<file path="src/rtl/pit_top_level_if.sv">
// IPIF-style slave bus bundle for the PIT: chip-enabled reads and writes
// with byte lanes and combinational acknowledges.
interface pit_top_level_if;
    logic [31:0] Bus2IP_Data;
    logic [3:0]  Bus2IP_BE;
    logic [1:0]  Bus2IP_RdCE;
    logic [1:0]  Bus2IP_WrCE;
    logic [31:0] IP2Bus_Data;
    logic        IP2Bus_RdAck;
    logic        IP2Bus_WrAck;
    logic        IP2Bus_Error;

    modport master (
        output Bus2IP_Data, Bus2IP_BE, Bus2IP_RdCE, Bus2IP_WrCE,
        input  IP2Bus_Data, IP2Bus_RdAck, IP2Bus_WrAck, IP2Bus_Error
    );

    modport slave (
        input  Bus2IP_Data, Bus2IP_BE, Bus2IP_RdCE, Bus2IP_WrCE,
        output IP2Bus_Data, IP2Bus_RdAck, IP2Bus_WrAck, IP2Bus_Error
    );
endinterface

</file>
<file path="src/rtl/pit_top_level.sv">
// Programmable interval timer: control + period registers behind an
// IPIF-style slave, a 32-bit down-counter with optional auto-reload and a
// registered one-cycle interrupt pulse at expiry.
module pit_top_level (
    input  logic                   Bus2IP_Clk,
    input  logic                   Bus2IP_Reset,
    pit_top_level_if.slave         bus,
    output logic                   IP_Interupt,
    output logic [31:0]            counter,
    output logic [31:0]            slv_reg0,
    output logic [31:0]            slv_reg1
);

    logic [31:0] reg0_wr;
    logic [31:0] reg1_wr;
    logic        ctl_en;
    logic        ctl_ie;
    logic        ctl_rl;

    // Counter logic acts on the control value held before the edge.
    assign ctl_en = slv_reg0[0];
    assign ctl_ie = slv_reg0[1];
    assign ctl_rl = slv_reg0[2];

    // Post-write register values: byte-lane merge of bus data under BE.
    always_comb begin
        reg0_wr = slv_reg0;
        reg1_wr = slv_reg1;
        for (int i = 0; i < 4; i++) begin
            if (bus.Bus2IP_WrCE[1] && bus.Bus2IP_BE[i])
                reg0_wr[8*i +: 8] = bus.Bus2IP_Data[8*i +: 8];
            if (bus.Bus2IP_WrCE[0] && bus.Bus2IP_BE[i])
                reg1_wr[8*i +: 8] = bus.Bus2IP_Data[8*i +: 8];
        end
    end

    // Read mux; only a single asserted chip enable selects a register.
    always_comb begin
        case (bus.Bus2IP_RdCE)
            2'b10:   bus.IP2Bus_Data = slv_reg0;
            2'b01:   bus.IP2Bus_Data = slv_reg1;
            default: bus.IP2Bus_Data = 32'd0;
        endcase
    end

    assign bus.IP2Bus_RdAck = |bus.Bus2IP_RdCE;
    assign bus.IP2Bus_WrAck = |bus.Bus2IP_WrCE;
    assign bus.IP2Bus_Error = 1'b0;

    // Registers, counter and interrupt; a period write beats expiry, and an
    // idle zero counter with reload enabled restarts without an interrupt.
    always_ff @(posedge Bus2IP_Clk) begin
        if (Bus2IP_Reset) begin
            slv_reg0    <= 32'd0;
            slv_reg1    <= 32'd0;
            counter     <= 32'd0;
            IP_Interupt <= 1'b0;
        end else begin
            slv_reg0    <= reg0_wr;
            slv_reg1    <= reg1_wr;
            IP_Interupt <= 1'b0;
            if (bus.Bus2IP_WrCE[0]) begin
                counter <= reg1_wr;
            end else if (ctl_en) begin
                if (counter > 32'd1) begin
                    counter <= counter - 32'd1;
                end else if (counter == 32'd1) begin
                    counter     <= ctl_rl ? slv_reg1 : 32'd0;
                    IP_Interupt <= ctl_ie;
                end else if (ctl_rl) begin
                    counter <= slv_reg1;
                end
            end
        end
    end

endmodule

</file>
<file path="src/flat_wrapper.sv">
// flat-port wrapper written by rule: the top's interface ports become plain ports
module pit_top_level_flat 
  (Bus2IP_Clk, Bus2IP_Reset, IP_Interupt, counter, slv_reg0, slv_reg1, bus_Bus2IP_Data, bus_Bus2IP_BE, bus_Bus2IP_RdCE, bus_Bus2IP_WrCE, bus_IP2Bus_Data, bus_IP2Bus_RdAck, bus_IP2Bus_WrAck, bus_IP2Bus_Error);
  pit_top_level_if bus_i ();
  input  logic Bus2IP_Clk;
  input  logic Bus2IP_Reset;
  output logic IP_Interupt;
  output logic [31:0] counter;
  output logic [31:0] slv_reg0;
  output logic [31:0] slv_reg1;
  input wire logic [$bits(bus_i.Bus2IP_Data)-1:0] bus_Bus2IP_Data;
  input wire logic [$bits(bus_i.Bus2IP_BE)-1:0] bus_Bus2IP_BE;
  input wire logic [$bits(bus_i.Bus2IP_RdCE)-1:0] bus_Bus2IP_RdCE;
  input wire logic [$bits(bus_i.Bus2IP_WrCE)-1:0] bus_Bus2IP_WrCE;
  output wire logic [$bits(bus_i.IP2Bus_Data)-1:0] bus_IP2Bus_Data;
  output wire logic [$bits(bus_i.IP2Bus_RdAck)-1:0] bus_IP2Bus_RdAck;
  output wire logic [$bits(bus_i.IP2Bus_WrAck)-1:0] bus_IP2Bus_WrAck;
  output wire logic [$bits(bus_i.IP2Bus_Error)-1:0] bus_IP2Bus_Error;
  assign bus_i.Bus2IP_Data = bus_Bus2IP_Data;
  assign bus_i.Bus2IP_BE = bus_Bus2IP_BE;
  assign bus_i.Bus2IP_RdCE = bus_Bus2IP_RdCE;
  assign bus_i.Bus2IP_WrCE = bus_Bus2IP_WrCE;
  assign bus_IP2Bus_Data = bus_i.IP2Bus_Data;
  assign bus_IP2Bus_RdAck = bus_i.IP2Bus_RdAck;
  assign bus_IP2Bus_WrAck = bus_i.IP2Bus_WrAck;
  assign bus_IP2Bus_Error = bus_i.IP2Bus_Error;
  pit_top_level u_core (.Bus2IP_Clk(Bus2IP_Clk), .Bus2IP_Reset(Bus2IP_Reset), .bus(bus_i), .IP_Interupt(IP_Interupt), .counter(counter), .slv_reg0(slv_reg0), .slv_reg1(slv_reg1));
endmodule
</file>
<file path="config.mk">
export PLATFORM = sky130hd
export DESIGN_NAME = pit_top_level_flat
export DESIGN_NICKNAME = d
export VERILOG_FILES = /design/src/rtl/pit_top_level_if.sv /design/src/rtl/pit_top_level.sv /design/src/flat_wrapper.sv
export SDC_FILE = /design/constraint.sdc
export NUM_CORES = 1
export LEC_CHECK = 0
export CORE_ASPECT_RATIO = 1.4
export CORE_MARGIN = 1.5
export CORE_UTILIZATION = 60
export DETAILED_ROUTE_END_ITERATION = 16
export DONT_BUFFER_PORTS = 1
export GPL_ROUTABILITY_DRIVEN = 0
export PLACE_DENSITY_LB_ADDON = 0.2
export SLEW_MARGIN = 20
export SYNTH_ARGS = -nofsm -noshare
export SYNTH_HDL_FRONTEND = slang
export SYNTH_SLANG_ARGS = --single-unit
</file>
<file path="constraint.sdc">
create_clock -name Bus2IP_Clk -period 4.01 [get_ports Bus2IP_Clk]
set_input_delay 1.0025 -clock Bus2IP_Clk [delete_from_list [all_inputs] [get_ports Bus2IP_Clk]]
set_output_delay 1.0025 -clock Bus2IP_Clk [all_outputs]
set_load 0.005 [all_outputs]
</file>
After elaboration in Yosys (flattened, before gate mapping)
Index checks and enable logic that the tools add are counted.

Register bits: 97. Bits of input ports: 42. Output and inout port bits: 132. Logic and storage cells: 39.

$add $sub $neg: 1. $lt $le $gt $ge: 1. Equal/unequal tests: 3. Multiplexer cells: 11. Bitwise operators: 2. Reduce and logical (&&, ||, !) cells: 14.

Operator list (number): $mux W32 (6); $pmux W32 S2 (1); $eq A32 B1 Y1 const B (1); $gt A32 B1 Y1 const B (1); $mux W8 (4); $sub A32 B1 Y32 const B (1); $logic_and A1 B1 Y1 (8); $reduce_or A5 Y1 (1); $reduce_bool A4 Y1 (1); $reduce_or A2 Y1 (2); $eq A2 B1 Y1 const B (1); $eq A2 B2 Y1 const B (1); $not A1 Y1 (2); $reduce_and A2 Y1 (1); $reduce_bool A2 Y1 (1).

Logic depth before layout (Yosys ltp)
Gate-level depths: netlist of the first run.

Depth after elaboration: 5. Mapped depth: 9. Depth with buffers taken out: 8.

Worst setup path before layout of the first run
Ideal clock, no wire load.

Path type: input -> output. Start point: in bus_Bus2IP_RdCE[0]. End point: out bus_IP2Bus_Data[13]. Arrival: 1.817 ns. Data required time: 3.008 ns. Setup slack: 1.190 ns. Cell stages on the path: 5. Buffers on the path: 1. Cell sequence: inv_1 > ha_1 > clkbuf_1 > a22oi_1 > nor2b_1.

Word-level cells in the longest chain between the ends: 2. Elaborated cells on any way between the ends: 3. Those cells by class: eq/ne (2); mux (1).

RTL lines: from (decl) (line flat_wrapper.sv:13) `input wire logic [$bits(bus_i.Bus2IP_RdCE)-1:0] bus_Bus2IP_RdCE;`; $eq A2 B1 Y1 / $eq A2 B2 Y1 (equally long branches) (line pit_top_level.sv:39) `case (bus.Bus2IP_RdCE)`; $pmux W32 S2 (*) (line pit_top_level.sv:39); to (decl) (line flat_wrapper.sv:15) `output wire logic [$bits(bus_i.IP2Bus_Data)-1:0] bus_IP2Bus_Data;`.

Every way passes the cells marked *; elsewhere a longest branch is shown, timed or not.

Worst setup path in the final report of the first run
Start point: in bus_Bus2IP_RdCE[0]. End point: out bus_IP2Bus_Data[0].

The elaborated chain is that of the path after synthesis.

==> impl_metrics.ini, run 1 <==
[status]
status = completed

[pwr]
pwr-share-comb_pct = 16.2
power_frac_clock_pct = 38.4
p_int_mw = 1.73
power.switching_mw = 0.710
total_power_mw = 2.44
ir_drop_v = 0.000247
pwr_density_cell_nw_per_um2 = 421
swShare_pct = 29.1
seqPwrFrac_pct = 45.4
total_leakage_power_nw = 2.08

[yosys]
yosysWarnings = 0
ys_ff_latch = 97
synth.net_count = 762
netlist_area_um2 = 5520
yosys_most_used_dff = dfxtp_1
yosysSeqAreaShare_pct = 35.2
synth_edf_count = 0
ys_async_sr_fraction_pct = 0
synth_cell_types = 55
synth_area_per_cell_um2 = 7.72
syn_inst = 715

[run]
cap_violations = 0

[grt]
grt-ovfl-total = 0
grtUsageTotal_pct = 34.2
antenna_found_initial = 0
grt_pass1_wl_um = 26800
grt_pass1_vias = 4931
grt_max_degree = 71

[critical_path]
critPathLaunchType = input port
cp.arrival_ns = 2.10
rrSetupSlack_ns = 0.99
required_ns = 3.01
rr_startpoint = u_core.counter[24]
path_class = input port to primary output
rr_endpoint = u_core.counter[24]
cp-endpoint = bus_IP2Bus_Data[0]
crit_fanout = 32
crit_path_end_kind = primary output
startpoint = bus_Bus2IP_RdCE[0]
rr_worst_depth = 6

[clock_tree]
cts_max_path_buffers = 2
ctsHoldBuffers = 0
cts-htree-levels = 3
cts_buffers = 9
cts-root-buf = clkbuf_16
clock_sinks = 97
clk_pin_slew_ns = 0.07
cts_tree = yes
cts.repair.resized = 0
cts_setup_buffers = 0
clk_latency_ns = 0.36

[timing]
setup_viol = 0
worstMarginPinSlew_ns = 0.969
rsz0062_at_grt = no
max_freq_mhz = 323
tns_ns = 0
clock-skew-final_ns = 0.00642
slew-limit-headroom_pct = 35.4
hold_viol = 0
fin_crit_ns = 3.10
min_period_over_period_pct = 77.3
slew_viol_final = 0

[placed_design]
place.port_buffers = 0
placed_area_um2 = 5470
dp_hpwl_um = 11900

[route]
drtIter0Drc = 511
viasPerCell = 6.97
antenna_left = 0
via_count = 5476
wl_per_cell_um = 22.2
drc = 0
drt_wl_total_um = 17400
first_pass_iters = 5

[cells_and_area]
final_cell_mix = dfxtp_1 (97), a21oi_1 (91), nand2_1 (80), nand3_1 (72), nor2_1 (68)
nets = 721
final_common_cell = dfxtp_1
final_cell_area_um2 = 5800
seq_area_um2 = 1940
fillers = 775
diodes = 0
multi_input_area_um2 = 3320
area_growth_pct = 4.99
drive_above_1_share_pct = 5.89

[die]
rows = 41
die_area_um2 = 9790
pin_count = 174
die_w_um = 84.1
fp.dieH_um = 116
initial_core_util_pct = 61.5
core_um2 = 8980

[worst_hold_path]
holdCritPathClass = flip-flop to flip-flop
[critical path, cell delays in order]
cell     delay (ns)
inv_1          0.03
ha_1           0.78
nor2b_1        0.28
[power by group through the flow]
stage               Clock [mW]  Combinational [mW]  Sequential [mW]
global placement             0               0.378             1.12
global route             0.971               0.440             1.11
CTS                      0.934               0.390             1.10
detailed placement           0               0.387             1.13
finish                   0.938               0.395             1.11
floorplan                    0               0.363             1.09
[cells in the mapped netlist, types with 2 or more instances]
library cell	instances	area share (%)
nand3b_1	2	0.27
a311o_1	2	0.36
a211oi_1	8	1.1
o32ai_2	2	0.59
o32ai_1	6	0.95
nor2_1	68	4.6
nor3b_1	2	0.27
nor4_4	2	0.77
nand2_1	80	5.4
nor3_1	7	0.63
a311oi_1	3	0.48
dfxtp_1	97	35
or4_1	5	0.68
a22oi_1	32	4.4
buf_2	7	0.63
a21oi_1	91	8.3
a211o_1	5	0.79
xor2_1	12	1.9
a221o_1	3	0.54
clkbuf_1	42	2.9
nor4b_2	2	0.54
nor4_1	11	1.2
nor4_2	2	0.45
o21ai_1	10	0.91
a31oi_1	10	1.1
o31ai_1	3	0.41
ha_1	5	1.1
nor2b_1	32	3.6
or2_2	2	0.23
nand3_1	72	6.5
or3_1	2	0.23
buf_1	8	0.54
o21ai_0	5	0.45
mux2i_1	32	5.8
nand4_1	3	0.34
or4_4	2	0.41
o22ai_1	6	0.68
inv_1	6	0.41
xnor2_1	10	1.6
[metrics by stage]
step / hold WS (ns) / setup WS [ns] / instances / utilization [%]
floorplan: 0.457 / 1.19 / 715 / -
global placement: 0.473 / 0.995 / 770 / 60.9
CTS: 0.489 / 0.901 / 786 / 64.6
finish: 0.488 / 0.909 / 786 / 64.6
global route: 0.505 / 0.801 / 786 / 64.6
detailed placement: 0.478 / 0.911 / 770 / 60.9
[per-layer routing]
layer  global-route usage, %  part of all wire, %  up-vias
met4                    14.2                  2.5        0
met5                       0                    0        -
met2                    52.6                   46      332
li1                        -                    -     2506
met3                    8.48                  9.8       40
met1                    46.0                   41     2598
[flip-flops by register name (all words and copies together), names as in the netlist]
name                flops
u_core.slv_reg0        32
u_core.counter         32
u_core.IP_Interupt      1
u_core.slv_reg1        32
[worst min-delay path by stage]
stage	from	end	slack [ns]	depth (start not counted)
2_1_floorplan	u_core.slv_reg0[1]	u_core.IP_Interupt	0.46	2
3_3_place_gp	u_core.slv_reg0[23]	u_core.slv_reg0[23]	0.47	2
3_5_place_dp	u_core.slv_reg0[14]	u_core.slv_reg0[14]	0.48	2
4_1_cts	u_core.slv_reg0[8]	u_core.slv_reg0[8]	0.49	2
5_1_grt	u_core.slv_reg0[10]	u_core.slv_reg0[10]	0.51	2
6_report	u_core.slv_reg0[8]	u_core.slv_reg0[8]	0.49	2
[cell type report]
| cell class | instances | share of cell area, % |
|---|---|---|
| clock buffers | 13 | 4.84 |
| well taps | 107 | 2.31 |
| clock inverters | 3 | 0.799 |
| repair buffers | 6 | 0.777 |
| multi-input cells | 553 | 57.3 |
| inverters | 7 | 0.453 |
| flip-flops and latches | 97 | 33.5 |
[logic make-up after synthesis]
kind of cell	after synthesis	synth area share, %
AND/OR/NAND/NOR	300	27.3
other	1	0.0679
multiplexers	32	5.80
adder cells (fa/ha/maj)	5	1.13
XOR/XNOR	22	3.49
flip-flops	97	35.2
AO/OA/AOI/OAI	193	22.4
buffers and inverters	65	4.65
No activity file was read; power rests on OpenSTA's default activity.
==> run 2: changes to the inputs <==
==> constraint.sdc (replaced) <==
create_clock -name Bus2IP_Clk -period 2.9 [get_ports Bus2IP_Clk]
set_input_delay 0.725 -clock Bus2IP_Clk [delete_from_list [all_inputs] [get_ports Bus2IP_Clk]]
set_output_delay 0.725 -clock Bus2IP_Clk [all_outputs]
set_load 0.005 [all_outputs]
==> run 2 against run 1 <==
Compared with the run above:
- final area increased by 0.22%
- highest routed layer unchanged
- sequential cell count stayed put
- utilization grew 0.14 points
- clock power rose by 24%
- first-iteration DRC count increased by 40%
- die area is the same
- via count is 0.31% higher
==> impl_metrics.ini, run 2 (synthesized netlist as in run 1, its figures left out) <==
[critical_path]
crit_path_end_kind = flip-flop
cpMaxStageDelayCell = or4_1
cp_slowest_stage_delay_ns = 0.64
cpMostUsedCell = a21oi_1
critPathLaunchType = flip-flop
path_class = flip-flop to flip-flop
crit_chain = or4_1 > nor3_2 > nand4_1 > a21oi_1 > buf_4 > a21oi_1 > o21ai_1
cp.arrival_ns = 2.95
required_ns = 3.17
crit_fanout = 8

[clock_tree]
cts_max_path_buffers = 2
cts-root-buf = clkbuf_16
cts_setup_buffers = 0
cts_buffers = 9
clk_pin_slew_ns = 0.06
clk_latency_ns = 0.34
clock_sinks = 97
cts_tree = yes
cts-htree-levels = 3
cts.repair.resized = 0
ctsHoldBuffers = 0

[timing]
slew-limit-headroom_pct = 55.4
tns_ns = 0
fin_hold_ws_ns = 0.471
worstMarginPinSlew_ns = 0.669
rsz0062_at_grt = no
min_period_over_period_pct = 92.4
hold_viol = 0
slew_viol_final = 0
fin_crit_ns = 2.68
clock-skew-final_ns = 0.00525
setup_viol = 0
max_freq_mhz = 373

[route]
drt_wl_total_um = 17300
wl_per_cell_um = 21.8
via_count = 5493
first_pass_iters = 6
antenna_left = 0
drtIter0Drc = 715
viasPerCell = 6.93
drc = 0

[die]
die_area_um2 = 9790
core_um2 = 8980
rows = 41
fp.dieH_um = 116
die_w_um = 84.1
pin_count = 174
initial_core_util_pct = 61.5

[cells_and_area]
reg.largest.list = u_core.counter x32, u_core.slv_reg0 x32, u_core.slv_reg1 x32
nets = 729
final_cells = 793
drive_above_1_share_pct = 6.41
fillers = 778
diodes = 0
final_common_cell = dfxtp_1
final_cell_mix = dfxtp_1 (97), a21oi_1 (91), nand2_1 (80), nand3_1 (72), nor2_1 (68)
area_growth_pct = 5.21

[grt]
antenna_found_initial = 0
grt_pass1_wl_um = 26400
grt_max_degree = 71
grt_pass1_vias = 4842
grt-ovfl-total = 0
grtUsageTotal_pct = 34.1

[pwr]
ir_drop_v = 0.000327
pwr_density_cell_nw_per_um2 = 562
total_leakage_power_nw = 2.09

[placed_design]
dp_hpwl_um = 12300
place_inst = 778
place.port_buffers = 0

[run]
cap_violations = 0

[worst_hold_path]
holdCritPathClass = input port to flip-flop

[status]
status = completed
[run 2: final timing paths]
check / startpoint / endpoint / slack [ns] / depth (start not counted)
setup / recovery: u_core.counter[24] / u_core.counter[9] / 0.22 / 7
hold reg to reg: u_core.slv_reg0[10] / u_core.slv_reg0[10] / 0.49 / 2
hold / removal: Bus2IP_Reset / u_core.counter[31] / 0.47 / 1
setup reg to reg: u_core.counter[24] / u_core.counter[9] / 0.22 / 7
[run 2: metal layers]
metal / up-vias / wire (um) / share of wire [%] / track usage [%]
met4: 0 / 395 / 2.3 / 11.5
met1: 2602 / 7080 / 41 / 46.1
met3: 40 / 1790 / 10 / 7.99
met5: - / 0 / 0 / 0
li1: 2517 / - / - / -
met2: 334 / 8040 / 46 / 53.8
[run 2: cell type report]
class                           count  area (um2)  share of cell area [%]
Sequential cell                    97        1940                    33.4
Tap cell                          107         134                    2.31
Clock buffer                       12         236                    4.07
Clock inverter                      3        42.5                   0.732
Multi-Input combinational cell    553        3320                    57.2
Inverter                            7        26.3                   0.452
Timing Repair Buffer               14         105                    1.81
[run 2: per-stage QoR]
stage	total power, mW	utilization [%]	worst slack (ns)	instance area, um2
floorplan	2.01	-	0.436	5520
detailed placement	2.11	61.6	0.363	5530
CTS	3.26	64.7	0.291	5810
finish	3.27	64.7	0.219	5810
global placement	2.09	61.6	0.404	5530
global route	3.39	64.7	0.0902	5810
[run 2: critical path: cells and delay by family (launching register included)]
family	cells	cell delay, ns
buf+inv	1	0.27
compound gates	3	0.72
simple gates	3	1.22
flops	1	0.39
[run 2: power by group]
part	total [mW]	switching [mW]	internal, mW
Clock	1.16	0.501	0.664
Sequential	1.53	0.127	1.40
Combinational	0.572	0.333	0.239
Total	3.27	0.962	2.30
